**config.mk**
```make
export PLATFORM = sky130hd
export DESIGN_NAME = muldiv_unit
export DESIGN_NICKNAME = d
export VERILOG_FILES = /design/src/rtl/muldiv_unit.sv
export SDC_FILE = /design/constraint.sdc
export NUM_CORES = 1
export LEC_CHECK = 0
export ABC_AREA = 1
export CORE_MARGIN = 2
export CORE_UTILIZATION = 37
export CTS_BUF_LIST = sky130_fd_sc_hd__clkbuf_8
export CTS_CLUSTER_DIAMETER = 80
export DETAILED_ROUTE_END_ITERATION = 10
export SLEW_MARGIN = 10
export SYNTH_ARGS = -nofsm -noshare
export SYNTH_HDL_FRONTEND = slang
export SYNTH_SLANG_ARGS = --single-unit
```
**constraint.sdc**
```tcl
create_clock -name clk -period 3.5 [get_ports clk]
set_clock_uncertainty 0.15 [all_clocks]
set_input_delay 0.525 -clock clk [delete_from_list [all_inputs] [get_ports clk]]
set_output_delay 0.525 -clock clk [all_outputs]
set_load 0.01 [all_outputs]
```
**src/rtl/muldiv_unit.sv**
```systemverilog
// Iterative RV32M multiply/divide unit: one shift-add or restoring-subtract step
// per cycle on operand magnitudes, with sign fix-up and a registered writeback.
module muldiv_unit #(
  parameter int WIDTH  = 32,
  parameter int ADDR_W = 5
) (
  input  logic              clk,
  input  logic              rst,
  input  logic              flush,
  input  logic              start,
  input  logic [2:0]        funct3,
  input  logic [WIDTH-1:0]  opA,
  input  logic [WIDTH-1:0]  opB,
  input  logic [ADDR_W-1:0] rdAddrIn,
  output logic              stall,
  output logic              busy,
  output logic              done,
  output logic [WIDTH-1:0]  result,
  output logic              rdWrite,
  output logic [ADDR_W-1:0] rdAddrOut
);

  localparam int CNT_W = (WIDTH > 1) ? $clog2(WIDTH) : 1;
  localparam logic [WIDTH-1:0] MIN_VAL = {1'b1, {(WIDTH-1){1'b0}}};
  localparam logic [CNT_W-1:0] LAST_CNT = CNT_W'(WIDTH - 1);

  typedef enum logic [1:0] {
    IDLE = 2'd0,
    CALC = 2'd1,
    DONE = 2'd2
  } state_t;

  state_t state, next_state;

  logic [2:0]        op_q;
  logic [ADDR_W-1:0] rd_q;
  logic              neg_a_q, neg_b_q;
  logic [WIDTH:0]    hi_q;
  logic [WIDTH-1:0]  lo_q;
  logic [WIDTH-1:0]  dvsr_q;
  logic [CNT_W-1:0]  cnt_q;
  logic              special_q;
  logic [WIDTH-1:0]  special_val_q;

  logic              sgn_a, sgn_b, b_zero, ovf, special_in;
  logic [WIDTH-1:0]  mag_a, mag_b, special_val;

  // Operand decode on the raw inputs, used only when a start is accepted.
  always_comb begin
    sgn_a = opA[WIDTH-1] & ((funct3 == 3'b001) | (funct3 == 3'b010) |
                            (funct3 == 3'b100) | (funct3 == 3'b110));
    sgn_b = opB[WIDTH-1] & ((funct3 == 3'b001) | (funct3 == 3'b100) |
                            (funct3 == 3'b110));
    mag_a = sgn_a ? (~opA + 1'b1) : opA;
    mag_b = sgn_b ? (~opB + 1'b1) : opB;
    b_zero = (opB == '0);
    ovf = funct3[2] & ~funct3[0] & (opA == MIN_VAL) & (opB == {WIDTH{1'b1}});
    special_in = funct3[2] & (b_zero | ovf);
    special_val = '0;
    if (b_zero) begin
      special_val = funct3[1] ? opA : {WIDTH{1'b1}};
    end else if (ovf) begin
      special_val = funct3[1] ? '0 : MIN_VAL;
    end
  end

  logic [WIDTH:0] add_sum, shifted, diff;
  logic           fits;

  always_comb begin
    add_sum = hi_q + (lo_q[0] ? {1'b0, dvsr_q} : '0);
    shifted = {hi_q[WIDTH-1:0], lo_q[WIDTH-1]};
    diff    = shifted - {1'b0, dvsr_q};
    fits    = (shifted >= {1'b0, dvsr_q});
  end

  logic [2*WIDTH-1:0] prod, prod_s;
  logic [WIDTH-1:0]   quo_s, rem_s, final_val;

  // Sign fix-up: product negated as a whole, quotient by sign XOR, remainder follows dividend.
  always_comb begin
    prod   = {hi_q[WIDTH-1:0], lo_q};
    prod_s = (neg_a_q ^ neg_b_q) ? (~prod + 1'b1) : prod;
    quo_s  = (neg_a_q ^ neg_b_q) ? (~lo_q + 1'b1) : lo_q;
    rem_s  = neg_a_q ? (~hi_q[WIDTH-1:0] + 1'b1) : hi_q[WIDTH-1:0];
    case (op_q)
      3'b000:                 final_val = prod_s[WIDTH-1:0];
      3'b001, 3'b010, 3'b011: final_val = prod_s[2*WIDTH-1:WIDTH];
      3'b100, 3'b101:         final_val = quo_s;
      default:                final_val = rem_s;
    endcase
    if (special_q) final_val = special_val_q;
  end

  always_ff @(posedge clk) begin
    if (rst) state <= IDLE;
    else     state <= next_state;
  end

  always_comb begin
    next_state = state;
    case (state)
      IDLE:    if (start) next_state = special_in ? DONE : CALC;
      CALC:    if (cnt_q == LAST_CNT) next_state = DONE;
      DONE:    next_state = IDLE;
      default: next_state = IDLE;
    endcase
    if (flush) next_state = IDLE;
  end

  always_comb begin
    busy  = (state != IDLE);
    stall = ((state == IDLE) && start) || (state == CALC);
  end

  assign rdWrite = done;

  // Datapath: latch in IDLE, iterate in CALC, register the writeback in DONE.
  always_ff @(posedge clk) begin
    if (rst) begin
      done          <= 1'b0;
      result        <= '0;
      rdAddrOut     <= '0;
      op_q          <= '0;
      rd_q          <= '0;
      neg_a_q       <= 1'b0;
      neg_b_q       <= 1'b0;
      hi_q          <= '0;
      lo_q          <= '0;
      dvsr_q        <= '0;
      cnt_q         <= '0;
      special_q     <= 1'b0;
      special_val_q <= '0;
    end else begin
      done <= 1'b0;
      case (state)
        IDLE: begin
          if (start && !flush) begin
            op_q          <= funct3;
            rd_q          <= rdAddrIn;
            neg_a_q       <= sgn_a;
            neg_b_q       <= sgn_b;
            hi_q          <= '0;
            lo_q          <= funct3[2] ? mag_a : mag_b;
            dvsr_q        <= funct3[2] ? mag_b : mag_a;
            cnt_q         <= '0;
            special_q     <= special_in;
            special_val_q <= special_val;
          end
        end
        CALC: begin
          if (op_q[2]) begin
            if (fits) begin
              hi_q <= diff;
              lo_q <= {lo_q[WIDTH-2:0], 1'b1};
            end else begin
              hi_q <= shifted;
              lo_q <= {lo_q[WIDTH-2:0], 1'b0};
            end
          end else begin
            hi_q <= {1'b0, add_sum[WIDTH:1]};
            lo_q <= {add_sum[0], lo_q[WIDTH-1:1]};
          end
          cnt_q <= cnt_q + 1'b1;
        end
        DONE: begin
          if (!flush) begin
            done      <= 1'b1;
            result    <= final_val;
            rdAddrOut <= rd_q;
          end
        end
        default: ;
      endcase
    end
  end

endmodule

```
==> out/metrics.cfg <==
[outcome]
status = completed

[flow_run]
max-cap-violations = 0

[final_layout]
area_growth_pct = 13.9
nNetsFinal = 3550
drive_above_1_share_pct = 5.71
final_util_pct = 42.5

[drt]
via_per_inst = 5.57
num_vias = 22800
postRouteAntennaNets = 0
dr.pass1.iters = 8
route.detailed.drc = 0
routedWlPerCell_um = 20.7
wl_um = 84600
drt-initial-drc-count = 2818

[clocking]
max-clock-path-buffers = 2
clk-insertion-delay-late_ns = 0.55
cts_hold_buf = 0
cts_root_buf = clkbuf_8
cts_made_buffers = 17
cts_setup_buffers = 0
post_cts_resized = 0
tritoncts = built
cts.sinks = 185
clk_pin_slew_worst_paths_ns = 0.13
htree_levels = 4

[worst_setup_path]
cp-end-kind = flop
crit_path_start_kind = flop
crit_required_ns = 3.76
r2r_slack_ns = 0.45
rr_startpoint = lo_q[31]$_SDFFE_PP0P_
crit_path_max_fanout = 6
r2r-end = hi_q[24]$_SDFFE_PP0P_
reg2reg_depth = 13
crit_type = reg -> reg
cp.arrival_ns = 3.31

[timing]
min_period_ns = 3.05
worst_pin_slew_ns = 0.653
min_period_over_period_pct = 87.3
timing.final.hold_violations = 0
hold_ws_ns = 0.229
finalSetupTns_ns = 0
rsz0062_at_grt = no
finalMaxSlewViolations = 0
relSlewSlack_pct = 56.0
final-setup-viol-count = 0
setup_ws_ns = 0.446
fmax_mhz = 327

[grt]
grt_max_degree = 83
track_usage_pct = 31.7
grt_pass1_vias = 20400
antenna_found_initial = 4
grt_pass1_wl_um = 127000
grt-ovfl-total = 0

[yosys]
ys_ff_latch = 185
synth_cell_types = 52
syn_avg_cell_area_um2 = 5.63
yosys_warnings = 0
async_flop_share_pct = 0
synth_edf_count = 0
synth_fp_nets = 3449
yosysSeqAreaShare_pct = 19.9
synth.cell_area_mm2 = 0.0186
syn_inst = 3300
synth_ff_type = dfxtp_1

[power]
p_seq_share_pct = 33.1
ir_drop_v = 0.000287
power_mw = 6.95
power.switching_mw = 3.27
pwr-share-clk_pct = 23.3
comb_power_share_pct = 43.6
p_per_area_mw_per_mm2 = 328
internal-power_mw = 3.67
swShare_pct = 47.1
power_leakage_nw = 9.99

[die]
die_w_um = 228
die_y_um = 228
core_mm2 = 0.0499
io_pins = 117
start_util_pct = 37.3
fp.dieArea_mm2 = 0.0520
rows = 82

[worst_hold_path]
min_from = rst
hold_end = done$_SDFF_PP0_
min_path_cells = 2
min_path_type = in -> reg

[place]
pre_cts_ws_ns = 0.196
dp_hpwl_um = 68400
port_buffers = 116
routabilityCongestion = 1.08

## layout by cell type, fill, tap and decap left out, drive strengths merged, types with 7 or more instances in the layout
cell type / Yosys / routed
nand2: 934 / 934
nor2: 424 / 424
inv: 406 / 413
nand3: 278 / 278
a21oi: 277 / 277
o21ai: 250 / 250
dfxtp: 185 / 185
clkdlybuf4s50: 0 / 115
buf: 46 / 90
ha: 71 / 71
xor2: 52 / 52
o211ai: 46 / 46
nand4: 43 / 43
nor3: 42 / 42
xnor2: 25 / 25
o221ai: 22 / 22
a31oi: 19 / 19
clkbuf: 77 / 17
nand3b: 16 / 16
o22ai: 13 / 13
o21bai: 12 / 12
a22oi: 12 / 12
or2: 12 / 12
clkinv: 4 / 12
nor4: 7 / 7
## cell type report
| cell class | count | area, µm² |
|---|---|---|
| multi-input combinational | 2582 | 12800 |
| sequential | 185 | 3700 |
| tap | 672 | 841 |
| fill | 5615 | 28700 |
| timing repair buffer | 205 | 1860 |
| inverter | 410 | 1540 |
| clock inverter | 15 | 209 |
| clock buffer | 17 | 234 |
| antenna | 1 | 2.50 |
## worst max path at each step
stage                                startpoint  depth (start not counted)                        endpoint
after CTS                  lo_q[0]$_SDFFE_PP0P_                         19           hi_q[29]$_SDFFE_PP0P_
after detailed placement                 opB[0]                         14  special_val_q[22]$_SDFFE_PP0P_
after global placement                   opB[0]                         14  special_val_q[18]$_SDFFE_PP0P_
after floorplan            lo_q[0]$_SDFFE_PP0P_                         20           hi_q[23]$_SDFFE_PP0P_
final                     lo_q[31]$_SDFFE_PP0P_                         13           hi_q[24]$_SDFFE_PP0P_
after global routing       lo_q[0]$_SDFFE_PP0P_                         18           hi_q[23]$_SDFFE_PP0P_
## synth_stat cells (all sizes together) (25+ instances only)
library cell  count  share of area, %
a21oi           277               7.6
buf              46               1.5
clkbuf           77               1.6
dfxtp           185                20
ha               71               4.8
inv             406               8.2
nand2           934                19
nand3           278               7.7
nand4            43               1.4
nor2            424               9.0
nor3             42               1.2
o211ai           46               2.0
o21ai           250               6.7
xnor2            25               1.2
xor2             52               2.5
## worst max-delay path, stage by stage, from the launching register on
cell	delay, ns
dfxtp_1	0.55
inv_1	0.17
ha_1	0.22
inv_1	0.12
fa_1	0.23
nand2_1	0.06
nand2_1	0.15
a21oi_1	0.14
o21ai_0	0.43
nand2_1	0.13
nand3_1	0.11
nand3_2	0.08
a21oi_1	0.30
nor2_1	0.07
## through the flow
| step | cells | instance area [µm²] |
|---|---|---|
| floorplan | 3300 | 18600 |
| global placement | 4054 | 20700 |
| detailed placement | 4054 | 20700 |
| CTS | 4086 | 21200 |
| global route | 4087 | 21200 |
| finish | 4087 | 21200 |
## sequential cells by signal (all words and copies together) (netlist names), 2 cells and up
name,count
rdAddrOut,5
state,2
cnt_q,5
result,32
dvsr_q,32
hi_q,33
lo_q,32
special_val_q,32
op_q,3
rd_q,5
## cells by family (layout without fill, tap and decap cells)
kind of cell	Yosys count	count (layout)	share of synthesized area, %
xor+xnor	77	77	3.63
compound gates	669	669	20.1
fa+ha+maj	73	73	4.99
simple gates	1763	1763	40.0
buf+inv	533	647	11.3
other cells	0	1	0
flops	185	185	19.9
## metal layers
metal  global-route usage (%)  vias up  share of wire, %
li1                         -    11000                 -
met1                     43.5    10200                43
met2                     48.5     1276                42
met3                     5.31      218                10
met4                     14.4        6               5.0
met5                        0        -             0.038
## power groups by stage
stage	Combinational (mW)	Clock, mW	Sequential [mW]
CTS	2.93	1.63	2.29
detailed placement	2.92	0	2.34
finish	3.03	1.62	2.30
floorplan	1.96	0	2.29
global route	3.29	1.70	2.30
global placement	2.93	0	2.34
No activity file was read; power rests on OpenSTA's default activity.
